## config.mk

```make
export PLATFORM = sky130hd
export DESIGN_NAME = result_streamer
export DESIGN_NICKNAME = d
export VERILOG_FILES = /design/src/rtl/tsp_pkg.sv /design/src/rtl/result_pingpong_buf.sv /design/src/rtl/result_streamer.sv
export SDC_FILE = /design/constraint.sdc
export NUM_CORES = 1
export LEC_CHECK = 0
export ABC_CLOCK_PERIOD_IN_PS = 23700
export BUFFER_PORTS_ARGS = -buffer_cell sky130_fd_sc_hd__clkbuf_2
export CORE_MARGIN = 1.5
export CORE_UTILIZATION = 30
export CTS_BUF_LIST = sky130_fd_sc_hd__clkbuf_8
export DETAILED_ROUTE_END_ITERATION = 16
export PLACE_DENSITY_LB_ADDON = 0.1
export SLEW_MARGIN = 40
export SYNTH_ARGS = -nofsm -noshare
export SYNTH_HDL_FRONTEND = slang
export SYNTH_SLANG_ARGS = --single-unit
```

## constraint.sdc

```tcl
create_clock -name clk -period 23.7 [get_ports clk]
set_input_delay 4.74 -clock clk [delete_from_list [all_inputs] [get_ports clk]]
set_output_delay 4.74 -clock clk [all_outputs]
set_load 0.02 [all_outputs]
```

## src/rtl/tsp_pkg.sv

```systemverilog
// Shared TSP definitions: vector geometry defaults,
// lane type and result streamer FSM states.
package tsp_pkg;

  localparam int MIN_VEC_LENGTH      = 16;
  localparam int NUM_TILES_PER_SLICE = 20;
  localparam int NUM_VECTORS         = 5;

  typedef logic [MIN_VEC_LENGTH-1:0] lane_t;

  typedef enum logic {
    IDLE,
    STREAM
  } state_e;

endpackage

```

## src/rtl/result_pingpong_buf.sv

```systemverilog
// Two-entry vector store with captured lengths;
// written by wr_ptr, read two lanes at a time by rd_ptr.
module result_pingpong_buf #(
  parameter int W  = tsp_pkg::MIN_VEC_LENGTH,
  parameter int N  = tsp_pkg::NUM_TILES_PER_SLICE,
  parameter int LW = tsp_pkg::NUM_VECTORS,
  parameter int IW = $clog2(N)
) (
  input  logic          clk,
  input  logic          wr_en,
  input  logic          wr_ptr,
  input  logic [W-1:0]  wr_data [0:N-1],
  input  logic [LW-1:0] wr_len,
  input  logic          rd_ptr,
  input  logic [IW-1:0] rd_lo_idx,
  input  logic [IW-1:0] rd_hi_idx,
  output logic [W-1:0]  rd_lo,
  output logic [W-1:0]  rd_hi,
  output logic [LW-1:0] rd_len
);

  logic [W-1:0]  mem [0:1][0:N-1];
  logic [LW-1:0] len [0:1];

  always_ff @(posedge clk) begin
    if (wr_en) begin
      for (int i = 0; i < N; i++) begin
        mem[wr_ptr][i] <= wr_data[i];
      end
      len[wr_ptr] <= wr_len;
    end
  end

  assign rd_lo  = mem[rd_ptr][rd_lo_idx];
  assign rd_hi  = mem[rd_ptr][rd_hi_idx];
  assign rd_len = len[rd_ptr];

endmodule

```

## src/rtl/result_streamer.sv

```systemverilog
// Buffers up to two VXM result vectors and streams
// them out two lanes per beat in acceptance order.
module result_streamer #(
  parameter int MIN_VEC_LENGTH      = tsp_pkg::MIN_VEC_LENGTH,
  parameter int NUM_TILES_PER_SLICE = tsp_pkg::NUM_TILES_PER_SLICE,
  parameter int NUM_VECTORS         = tsp_pkg::NUM_VECTORS
) (
  input  logic                        clk,
  input  logic                        rst,
  input  logic                        in_valid,
  output logic                        in_ready,
  input  logic [MIN_VEC_LENGTH-1:0]   in_data [0:NUM_TILES_PER_SLICE-1],
  input  logic [NUM_VECTORS-1:0]      in_length,
  output logic                        out_valid,
  input  logic                        out_ready,
  output logic [2*MIN_VEC_LENGTH-1:0] out_data,
  output logic                        out_last,
  output logic [1:0]                  out_count
);

  import tsp_pkg::*;

  localparam int N  = NUM_TILES_PER_SLICE;
  localparam int IW = $clog2(N);
  localparam int BW = (N > 3) ? $clog2(N / 2) : 1;

  state_e state, state_n;

  logic          wr_ptr, wr_ptr_n;
  logic          rd_ptr, rd_ptr_n;
  logic [BW-1:0] beat, beat_n;
  logic [1:0]    count, count_n;

  logic accept, fire, last, done;

  logic [NUM_VECTORS-1:0]    wr_len, rd_len;
  logic [IW-1:0]             lo_idx, hi_idx;
  logic [MIN_VEC_LENGTH-1:0] lo, hi, hi_q;

  assign in_ready = (count < 2'd2);
  assign accept   = in_valid && in_ready;

  // Zero-length vectors still produce one beat.
  always_comb begin
    wr_len = in_length;
    if (in_length == '0) begin
      wr_len = NUM_VECTORS'(1);
    end else if (int'(in_length) > N) begin
      wr_len = NUM_VECTORS'(N);
    end
  end

  assign lo_idx = IW'(2 * int'(beat));
  assign hi_idx = IW'(2 * int'(beat) + 1);

  result_pingpong_buf #(
    .W  (MIN_VEC_LENGTH),
    .N  (N),
    .LW (NUM_VECTORS),
    .IW (IW)
  ) u_buf (
    .clk       (clk),
    .wr_en     (accept),
    .wr_ptr    (wr_ptr),
    .wr_data   (in_data),
    .wr_len    (wr_len),
    .rd_ptr    (rd_ptr),
    .rd_lo_idx (lo_idx),
    .rd_hi_idx (hi_idx),
    .rd_lo     (lo),
    .rd_hi     (hi),
    .rd_len    (rd_len)
  );

  assign last = (int'(beat) == (int'(rd_len) + 1) / 2 - 1);
  assign hi_q = (2 * int'(beat) + 1 < int'(rd_len)) ? hi : '0;

  assign out_valid = (state == STREAM);
  assign out_last  = out_valid && last;
  assign out_data  = out_valid ? {hi_q, lo} : '0;
  assign out_count = count;

  assign fire = out_valid && out_ready;
  assign done = fire && last;

  always_ff @(posedge clk) begin
    if (rst) begin
      state  <= IDLE;
      wr_ptr <= 1'b0;
      rd_ptr <= 1'b0;
      beat   <= '0;
      count  <= 2'd0;
    end else begin
      state  <= state_n;
      wr_ptr <= wr_ptr_n;
      rd_ptr <= rd_ptr_n;
      beat   <= beat_n;
      count  <= count_n;
    end
  end

  always_comb begin
    state_n  = state;
    wr_ptr_n = wr_ptr;
    rd_ptr_n = rd_ptr;
    beat_n   = beat;
    count_n  = count;
    if (accept) begin
      wr_ptr_n = ~wr_ptr;
    end
    if (accept && !done) begin
      count_n = count + 2'd1;
    end else if (!accept && done) begin
      count_n = count - 2'd1;
    end
    if (fire) begin
      beat_n = done ? '0 : beat + BW'(1);
    end
    if (done) begin
      rd_ptr_n = ~rd_ptr;
    end
    unique case (state)
      IDLE: begin
        if (accept) state_n = STREAM;
      end
      STREAM: begin
        if (done && count_n == 2'd0) state_n = IDLE;
      end
      default: state_n = IDLE;
    endcase
  end

endmodule

```

==> results of run 1 <==
[sequential cells by signal (all words and copies together), names as in the netlist, named ones only]
signal	cells
u_buf.mem	640
beat	4
out_count	2
u_buf.len	10
out_valid	1
rd_ptr	1
wr_ptr	1
[cell type report]
class,count,area (um2),area share
Sequential cell,660,19700,0.637
Multi-Input combinational cell,383,5510,0.178
Timing Repair Buffer,387,2180,0.0705
Clock buffer,115,1580,0.0511
Tap cell,1134,1420,0.0458
Clock inverter,98,518,0.0167
Inverter,6,22.5,0.000727
Antenna cell,4,10.0,0.000323
[per-stage QoR]
stage	total power, mW	cells	instance area, um2	hold slack, ns
5_1_grt	2.74	2785	31000	0.536
2_1_floorplan	1.63	1108	25500	0.468
4_1_cts	2.67	2780	30900	0.504
3_3_place_gp	1.69	2561	28600	0.490
3_5_place_dp	1.70	2567	28800	0.488
6_report	2.62	2787	31000	0.500
[routing by layer]
layer  wire length, um  vias to the layer above
met5               366                        -
met4              1330                       54
met3              5810                      146
met2             32100                      378
met1             27300                     6571
li1                  -                     5634
[cells in the mapped netlist (all sizes together) (6+ instances only)]
cell type	instances	area [um2]
a21boi	17	128
nor2	7	26.3
a21oi	21	105
clkbuf	31	116
nand2	69	259
xnor2	9	78.8
buf	28	149
dfxtp	10	200
ha	7	87.6
and2	6	37.5
mux4	192	4320
edfxtp	650	19500
[cell families after synthesis]
logic type	synth area share
buf+inv	0.0113
xor+xnor	0.00447
flops	0.774
fa+ha+maj	0.00344
simple gates	0.0190
compound gates	0.0155
mux	0.173
[how the worst max path moves through the flow]
| stage | from | end | slack [ns] | cells after the start |
|---|---|---|---|---|
| floorplan | in_valid | u_buf.len[0][0] | 3.33 | 2 |
| global placement | register | out_last | 14.40 | 13 |
| detailed placement | register | out_last | 14.26 | 14 |
| CTS | register | out_last | 13.41 | 14 |
| global route | register | out_last | 13.21 | 14 |
| finish | register | out_last | 13.75 | 14 |
[worst min-delay path: stages, from the launching register on]
cell and delay, ns:
dfxtp_1 0.31, o31ai_1 0.09, a21oi_1 0.06
[power by group]
group          internal, mW  switching (mW)
logic                 0.109           0.143
registers              1.39          0.0240
clock network         0.478           0.474
total                  1.98           0.641
==> results.txt, run 1 <==
Worst-Margin Slew: 0.759 ns
Synth Register Bits: 660
Mapped Nets: 1444
Initial DRC Count: 807
Row count: 106
Slew margin rel.: 0.493
Max_cap viols: 0
ANT nets after route: 0
Clock root buffer master: clkbuf_8
Pwr/cell area: 84.5 nW/um2
WP data arrival: 5.21 ns
RSZ-0062 raised after global routing: no
Fraction of registers with async set/reset: 0
Final hold violation count: 0
Ports: 366
Clk_skew: 0.0261 ns
Min setup slack post-route: 13.75 ns
Routability cong.: 0.743
Sequential area share after synthesis: 0.774
Total gr overflow: 0
Met3 Usage GRT: 0.0587
Cts repair resizes: 0
Cts bufs inserted: 115
LEAKAGE: 10.5 nW
Most common cell after layout, fill and taps aside: edfxtp_1
Max VDD drop: 0.0000427 V
Vias in the first global route: 13.9k
Worst EP required: 18.96 ns
Area Overhead vs Synth: 21.5%
DR vias: 12.8k
Drt first pass iters: 5
HP Class: reg2reg
Finished Core Util: 0.370
Largest stage delay, worst path: 0.80 ns
Crit path max-delay cell type: dfxtp_4
Initial antenna violation count: 31
CP endpoint kind: output port
Status: finished, final reports clean
Final setup viols: 0
Reg2Reg Setup Slack: 19.06 ns
CP top delay family: buffers and inverters
Fmax achieved: 101 MHz
HPWL Detailed: 44600 um
CTS tree: yes
# Post-CTS Setup Buffers: 0
Commonest cells after routing, fill and taps aside: 650 x edfxtp_1, 365 x clkbuf_2, 192 x mux4_2
Worst-skew pair later-pin latency: 0.74 ns
CP startpoint kind: register
Post-synthesis cell type count: 48
Gr usage total: 0.154
Worst hold path depth: 2
Worst R2R Path Depth: 13
Hold Crit Start: rd_ptr
EDFF count, synth: 650
Crit Path Max Fanout: 54
Global routing usage on met2: 0.248
Core Area: 83800 um2
Ys flop type: edfxtp_1
Syn Area/Cell: 23.0 um2
Vias per inst: 4.59
Initial Util: 0.304
Global-route wire length before repair: 96100 um
Critical-path cell list: buf_12 > buf_16 > mux2_2 > ha_1 > nand4b_1 > nand3_1 > a211oi_1 > and2_1 > ha_1 > nand4b_1 > a211o_1 > nor2_1 > and2_1 > clkbuf_2
H-tree depth: 3
Met1 GRT Util: 0.193
Clock sink total: 660
Worst Setup Path Type: reg2out
Setup_tns: 0 ns
Min Tclk post-route: 9.95 ns
Top Usage Layer GRT: met2
Worst-case clock buffer depth: 3
Pin count of the biggest net entering global routing: 88
Die Span Y: 294 um
Fin. max-slew vios: 0
Final wirelength: 66900 um
Die area: 86700 um2
CP Buf/Inv Count: 3
Filler cells: 7919
Port Buffers: 365
Die W: 294 um
Nets: 1889
Cell area after synthesis: 25500 um2
Mapped Cells: 1108
Cts hold-fix bufs: 0
Pre-CTS WS: 14.26 ns
Yosys warns: 0
DRC Markers: 0
Share of cells above drive strength 1: 0.442
Period utilization: 0.420
Post-DR wirelength/cell: 24.0 um
Clock slew at reported path FFs: 0.06 ns
Note: power is estimated with default switching activity, not from simulation.
==> run 2: changes to the inputs <==
ABC_AREA = 1   (was unset)
ABC_CLOCK_PERIOD_IN_PS = 9900   (was 23700)
clock period = 9.9 ns   (was 23.7 ns; I/O delays follow)
==> results.txt, run 2 <==
ANT nets after route: 0 (unchanged)
Die Span Y: 298 um (+1.3%)
Critical-path cell list: buf_4 > nand2_1 > nand2_1 > ha_1 > nand3_1 > nand2_2 > inv_1 > ha_1 > nand2_1 > nor2_1 > ha_1 > a21oi_1 > o2111ai_1 > a21oi_1 > nand3_2 > nor2_4 > nand2_1 > nor2_1 > clkbuf_2
CP startpoint kind: register
RSZ-0062 raised after global routing: no
Max_cap viols: 0 (unchanged)
Most common cell after layout, fill and taps aside: edfxtp_1
Worst-Margin Slew: 0.822 ns (+0.0628 ns)
Filler cells: 8496 (+7.3%)
Worst-case clock buffer depth: 3 (unchanged)
Worst hold path depth: 1 (-1)
LEAKAGE: 11.5 nW (+9.7%)
Nets: 2679 (+42%)
Commonest cells after routing, fill and taps aside: 650 x edfxtp_1, 365 x clkbuf_2, 274 x nand2_1
Clock root buffer master: clkbuf_8
Final setup viols: 0 (unchanged)
Total gr overflow: 0 (unchanged)
Met1 GRT Util: 0.236 (+0.0436)
Initial DRC Count: 1032 (+28%)
Final hold slack: 0.447 ns (-0.0522 ns)
Global-route wire length before repair: 122000 um (+27%)
Area Overhead vs Synth: 19.9%
Clk_skew: 0.0262 ns (+0.0000164 ns)
Met3 Usage GRT: 0.0515 (-0.00712)
HPWL Detailed: 54100 um (+21%)
Row count: 108 (+1.9%)
Reg2reg end: out_valid
Fmax achieved: 152 MHz
Max VDD drop: 0.000109 V (+160%)
Post-synthesis cell type count: 42 (-13%)
Cts repair resizes: 0 (unchanged)
Initial Util: 0.302 (-0.00183)
Power Total: 6.21 mW (+140%)
Final wirelength: 84300 um (+26%)
EDFF count, synth: 650 (unchanged)
Die area: 89000 um2 (+2.7%)
Gr usage total: 0.186 (+0.0320)
Global routing usage on met2: 0.307 (+0.0588)
Core Area: 86600 um2 (+3.3%)
Initial antenna violation count: 29 (-6.5%)
Proportion of netlist area held by the largest area contributor: 0.746 (-0.0202)
Hold Crit Start: rd_ptr
Reg2Reg Setup Slack: 5.88 ns (-13.18 ns)
Worst Setup Path Type: reg2out
Port Buffers: 365 (unchanged)
DP Area: 29200 um2 (+1.6%)
Period utilization: 0.665
Pre-CTS WS: 4.01 ns (-10.25 ns)
Sequential area share after synthesis: 0.753 (-0.0204)
Cts bufs inserted: 119 (+3.5%)
Cell area after synthesis: 26200 um2 (+2.7%)
Biggest register: u_buf.mem
Area leader, netlist: edfxtp_1
CTS tree: yes
Synth top cells by count: 650 x edfxtp_1, 274 x nand2_1, 232 x nor2_1
Ports: 366 (unchanged)
Cts hold-fix bufs: 0 (unchanged)
Largest stage delay, worst path: 0.68 ns (-0.12 ns)
Max FFs per register: 640 (unchanged)
Finished Core Util: 0.362 (-0.00710)
Top post-synthesis cells by area: edfxtp_1 75%, nand2_1 3.9%, o21ai_0 3.7%
Clock sink total: 660 (unchanged)
Mapped Cells: 1962 (+77%)
Routability cong.: 0.815 (+9.8%)
Min setup slack post-route: 3.32 ns (-10.44 ns)
Vias in the first global route: 17.9k (+29%)
# Post-CTS Setup Buffers: 0 (unchanged)
Clock slew at reported path FFs: 0.05 ns (about the same)
Most common cell in the netlist: edfxtp_1
H-tree depth: 3 (unchanged)
Crit Path Max Fanout: 67 (+24%)
Fraction of registers with async set/reset: 0 (unchanged)
WP data arrival: 4.60 ns (-0.61 ns)
Synth Register Bits: 660 (unchanged)
Die W: 298 um (+1.3%)
Pwr/cell area: 198 nW/um2 (+130%)
Fin. max-slew vios: 0 (unchanged)
Top Usage Layer GRT: met2
Syn Area/Cell: 13.3 um2 (-42%)
Share of cells above drive strength 1: 0.242 (-0.200)
Crit path top cell by count: nand2_1
HP Class: reg2reg
Ys flop type: edfxtp_1
Drt first pass iters: 5 (unchanged)
Status: finished, final reports clean
CP endpoint kind: output port
Design area: 31400 um2 (+1.4%)
Slew margin rel.: 0.452 (-0.0411)
Reg area: 19700 um2 (about the same)
Pin count of the biggest net entering global routing: 137 (+56%)
Vias per inst: 4.91 (+7.0%)
Crit path max-delay cell type: buf_4
DR vias: 17.6k (+38%)
Footprint of the multi-input gates: 5800 um2 (+5.2%)
Post-DR wirelength/cell: 23.5 um (-2.3%)
Biggest regs: u_buf.mem: 640 flops, u_buf.len: 10 flops, beat: 4 flops
DRC Markers: 0 (unchanged)
Worst-skew pair later-pin latency: 0.74 ns (about the same)
Final hold violation count: 0 (unchanged)
Yosys warns: 0 (unchanged)
Worst EP required: 7.92 ns (-11.04 ns)
Worst R2R Path Depth: 23 (+10)
Min Tclk post-route: 6.58 ns
Mapped Nets: 2298 (+59%)
==> run 2: changes by cell type after synthesis, sizes merged, moves of 24 or more <==
cell,before,now
a21oi,21,127
a22oi,1,25
buf,28,55
clkbuf,31,78
inv,5,29
mux4,192,0
nand2,69,290
nand3,1,47
nor2,7,234
o21ai,2,198
o22ai,1,73
==> run 2: through the flow <==
stage / cells / TNS [ns]
floorplan: 1962 / -943.91
global placement: 3373 / 0
global route: 3593 / 0
detailed placement: 3375 / 0
finish: 3594 / 0
CTS: 3587 / 0
==> run 2: final cells by class <==
type / count / share of cell area
Multi-Input combinational cell: 1135 / 0.185
Timing Repair Buffer: 393 / 0.0695
Antenna cell: 5 / 0.000399
Clock inverter: 92 / 0.0140
Inverter: 34 / 0.00446
Tap cell: 1155 / 0.0460
Clock buffer: 120 / 0.0526
Sequential cell: 660 / 0.628
==> run 2: logic make-up (layout without fill, tap and decap cells) <==
family,after synthesis,count (layout),share of synthesized area
flip-flops,660,660,0.753
AND/OR/NAND/NOR,591,591,0.0928
AO/OA/AOI/OAI,534,534,0.123
buffers and inverters,167,639,0.0266
adder cells (fa/ha/maj),7,7,0.00335
XOR/XNOR,3,3,0.00100
other,0,5,0
==> run 2: routing by layer <==
layer / share of wire / up-vias
li1: - / 8149
met1: 0.42 / 8766
met2: 0.48 / 518
met3: 0.065 / 162
met4: 0.028 / 40
met5: 0.0032 / -
==> run 2: power breakdown <==
part / internal (mW) / total [mW] / switching (mW)
logic: 0.177 / 0.589 / 0.412
clock network: 1.17 / 2.29 / 1.12
registers: 3.28 / 3.33 / 0.0454
total: 4.63 / 6.21 / 1.58
==> run 2: how the worst max path moves through the flow <==
stage | endpoint | cells after the start
5_1_grt | out_last | 19
3_3_place_gp | out_last | 18
2_1_floorplan | u_buf.len[1][0] | 4
6_report | out_last | 19
3_5_place_dp | out_last | 19
4_1_cts | out_last | 19
==> run 2: critical path, delay by kind of cell (launching register included) <==
kind | cells | cell delay, ns
compound gates | 3 | 0.41
simple gates | 10 | 1.17
fa+ha+maj | 3 | 0.62
flops | 1 | 0.63
buf+inv | 3 | 1.03
==> run 3: changes to the inputs <==
ABC_AREA = 0   (was 1)
ABC_CLOCK_PERIOD_IN_PS = 6550   (was 9900)
clock period = 6.55 ns   (was 9.9 ns; I/O delays follow)
==> results.txt, run 3 (same netlist as run 1, synthesis figures left out) <==
# Post-CTS Setup Buffers: 0 (unchanged)
Routability cong.: 0.776 (-4.8%)
CP top delay family: simple AND/OR/NAND/NOR gates
Crit path depth: 12 (-7)
Largest stage delay, worst path: 0.44 ns (-0.24 ns)
Nets: 1890 (-29%)
Biggest register: u_buf.mem
Finished Layout Cells: 2781 (-23%)
Die W: 294 um (-1.3%)
ANT nets after route: 0 (unchanged)
Power share of the clock group: 0.358 (-0.011)
Worst-skew pair later-pin latency: 0.74 ns (about the same)
Clock slew at reported path FFs: 0.06 ns (about the same)
Ports: 366 (unchanged)
Worst Setup Path Type: reg2out
Fin. max-slew vios: 0 (unchanged)
Initial Util: 0.304 (+0.00183)
Gr usage total: 0.155 (-0.0311)
Clock root buffer master: clkbuf_8
Worst-Margin Slew: 0.903 ns (+0.0807 ns)
Switching share of power: 0.247 (-0.00768)
Filler cells: 7970 (-6.2%)
Worst-case clock buffer depth: 3 (unchanged)
Placed instance count: 2571 (-24%)
Drt first pass iters: 4 (-1)
Max VDD drop: 0.000152 V (+39%)
Die Span Y: 294 um (-1.3%)
Footprint of the multi-input gates: 5510 um2 (-4.9%)
CP endpoint: out_last
Cts hold-fix bufs: 0 (unchanged)
Register share of total power: 0.545 (+0.009)
Vias per inst: 4.56 (-7.0%)
Final hold slack: 0.497 ns (+0.0494 ns)
RSZ-0062 raised after global routing: no
Total gr overflow: 0 (unchanged)
Worst R2R Path Depth: 11 (-52%)
Pin count of the biggest net entering global routing: 130 (-5.1%)
Biggest regs: u_buf.mem: 640 flops, u_buf.len: 10 flops, beat: 4 flops
Commonest cells after routing, fill and taps aside: 650 x edfxtp_1, 365 x clkbuf_2, 192 x mux4_2
Power Total: 9.40 mW (+51%)
CP endpoint kind: output port
Initial antenna violation count: 28 (-3.4%)
HP Class: reg2reg
Pwr/cell area: 304 nW/um2 (+54%)
H-tree depth: 3 (unchanged)
Crit path max-delay cell type: dfxtp_4
Max FFs per register: 640 (unchanged)
Clock sink total: 660 (unchanged)
Int Power: 7.08 mW (+53%)
Period utilization: 0.786
Reg area: 19700 um2 (about the same)
LEAKAGE: 10.5 nW (-8.9%)
Critical-path cell list: mux2_2 > ha_1 > nand4b_1 > nand3_1 > a211oi_1 > and2_1 > ha_1 > nand4b_1 > a211o_1 > nor2_1 > and2_1 > clkbuf_2
Initial DRC Count: 702 (-32%)
Slew margin rel.: 0.398 (-0.0538)
CP Buf/Inv Count: 1 (-2)
Setup_tns: 0 ns (unchanged)
Vias in the first global route: 14.2k (-21%)
Area Overhead vs Synth: 21.3%
Final wirelength: 67300 um (-20%)
DP Area: 28900 um2 (-1.3%)
Row count: 106 (-1.9%)
Design area: 30900 um2 (-1.5%)
Final hold violation count: 0 (unchanged)
Clk_skew: 0.0492 ns (+0.0230 ns)
DR vias: 12.7k (-28%)
Port Buffers: 365 (unchanged)
Core Area: 83800 um2 (-3.2%)
HPWL Detailed: 44800 um (-17%)
Most common cell after layout, fill and taps aside: edfxtp_1
Switching pwr: 2.32 mW (+47%)
DRC Markers: 0 (unchanged)
CTS tree: yes
Cts repair resizes: 0 (unchanged)
Max_cap viols: 0 (unchanged)
Reg2Reg Setup Slack: 3.20 ns (-2.68 ns)
Fmax achieved: 194 MHz
Die area: 86700 um2 (-2.6%)
Share of cells above drive strength 1: 0.447 (+0.205)
Final setup viols: 0 (unchanged)
Post-DR wirelength/cell: 24.2 um (+3.1%)
Cts bufs inserted: 115 (-3.4%)
Min Tclk post-route: 5.15 ns
Crit Path Max Fanout: 10 (-85%)
Logic pwr share: 0.097 (+0.002)
Global-route wire length before repair: 96200 um (-21%)
Status: finished, final reports clean
WP data arrival: 3.84 ns (-0.76 ns)
CP startpoint kind: register
Worst EP required: 5.24 ns (-2.68 ns)
run 3: worst register-to-register path, stage by stage (launching register included):
cell,delay (ns)
dfxtp_4,0.44
mux2_2,0.37
ha_1,0.28
nand4b_1,0.17
nand3_1,0.09
a211oi_1,0.35
and2_1,0.19
ha_1,0.13
nand4b_1,0.12
a211o_1,0.42
or4_4,0.53
a21oi_1,0.19
run 3: layout make-up:
type,instances,area share
Clock buffer,115,0.0512
Multi-Input combinational cell,383,0.178
Antenna cell,9,0.000728
Inverter,6,0.000728
Timing Repair Buffer,388,0.0708
Clock inverter,86,0.0143
Tap cell,1134,0.0459
Sequential cell,660,0.638
run 3: worst min-delay path by stage:
stage | start | end | slack [ns] | cells after the start
2_1_floorplan | rd_ptr | register | 0.47 | 2
3_3_place_gp | rd_ptr | rd_ptr | 0.48 | 2
3_5_place_dp | rd_ptr | rd_ptr | 0.49 | 2
4_1_cts | rd_ptr | rd_ptr | 0.50 | 2
5_1_grt | rd_ptr | rd_ptr | 0.54 | 2
6_report | rd_ptr | rd_ptr | 0.50 | 2
run 3: power groups by stage:
| stage | combinational, mW | sequential, mW | clock [mW] |
|---|---|---|---|
| finish | 0.914 | 5.12 | 3.37 |
| CTS | 0.944 | 5.12 | 3.51 |
| global placement | 0.911 | 5.20 | 0 |
| detailed placement | 0.942 | 5.21 | 0 |
| floorplan | 0.538 | 5.23 | 0 |
| global route | 0.999 | 5.15 | 3.68 |
run 3: metrics by stage:
stage | setup slack [ns] | utilization
2_1_floorplan | -0.307 | -
3_3_place_gp | 1.83 | 0.343
3_5_place_dp | 2.10 | 0.344
4_1_cts | 1.29 | 0.369
5_1_grt | 1.08 | 0.369
6_report | 1.40 | 0.369
run 3: routing by layer:
metal  vias to the layer above  global-route usage  wire (um)
met3                       136              0.0557       5160
met4                        38              0.0509       1700
met5                         -                   0        240
li1                       5620                   -          -
met1                      6533               0.196      28000
met2                       366               0.249      32200
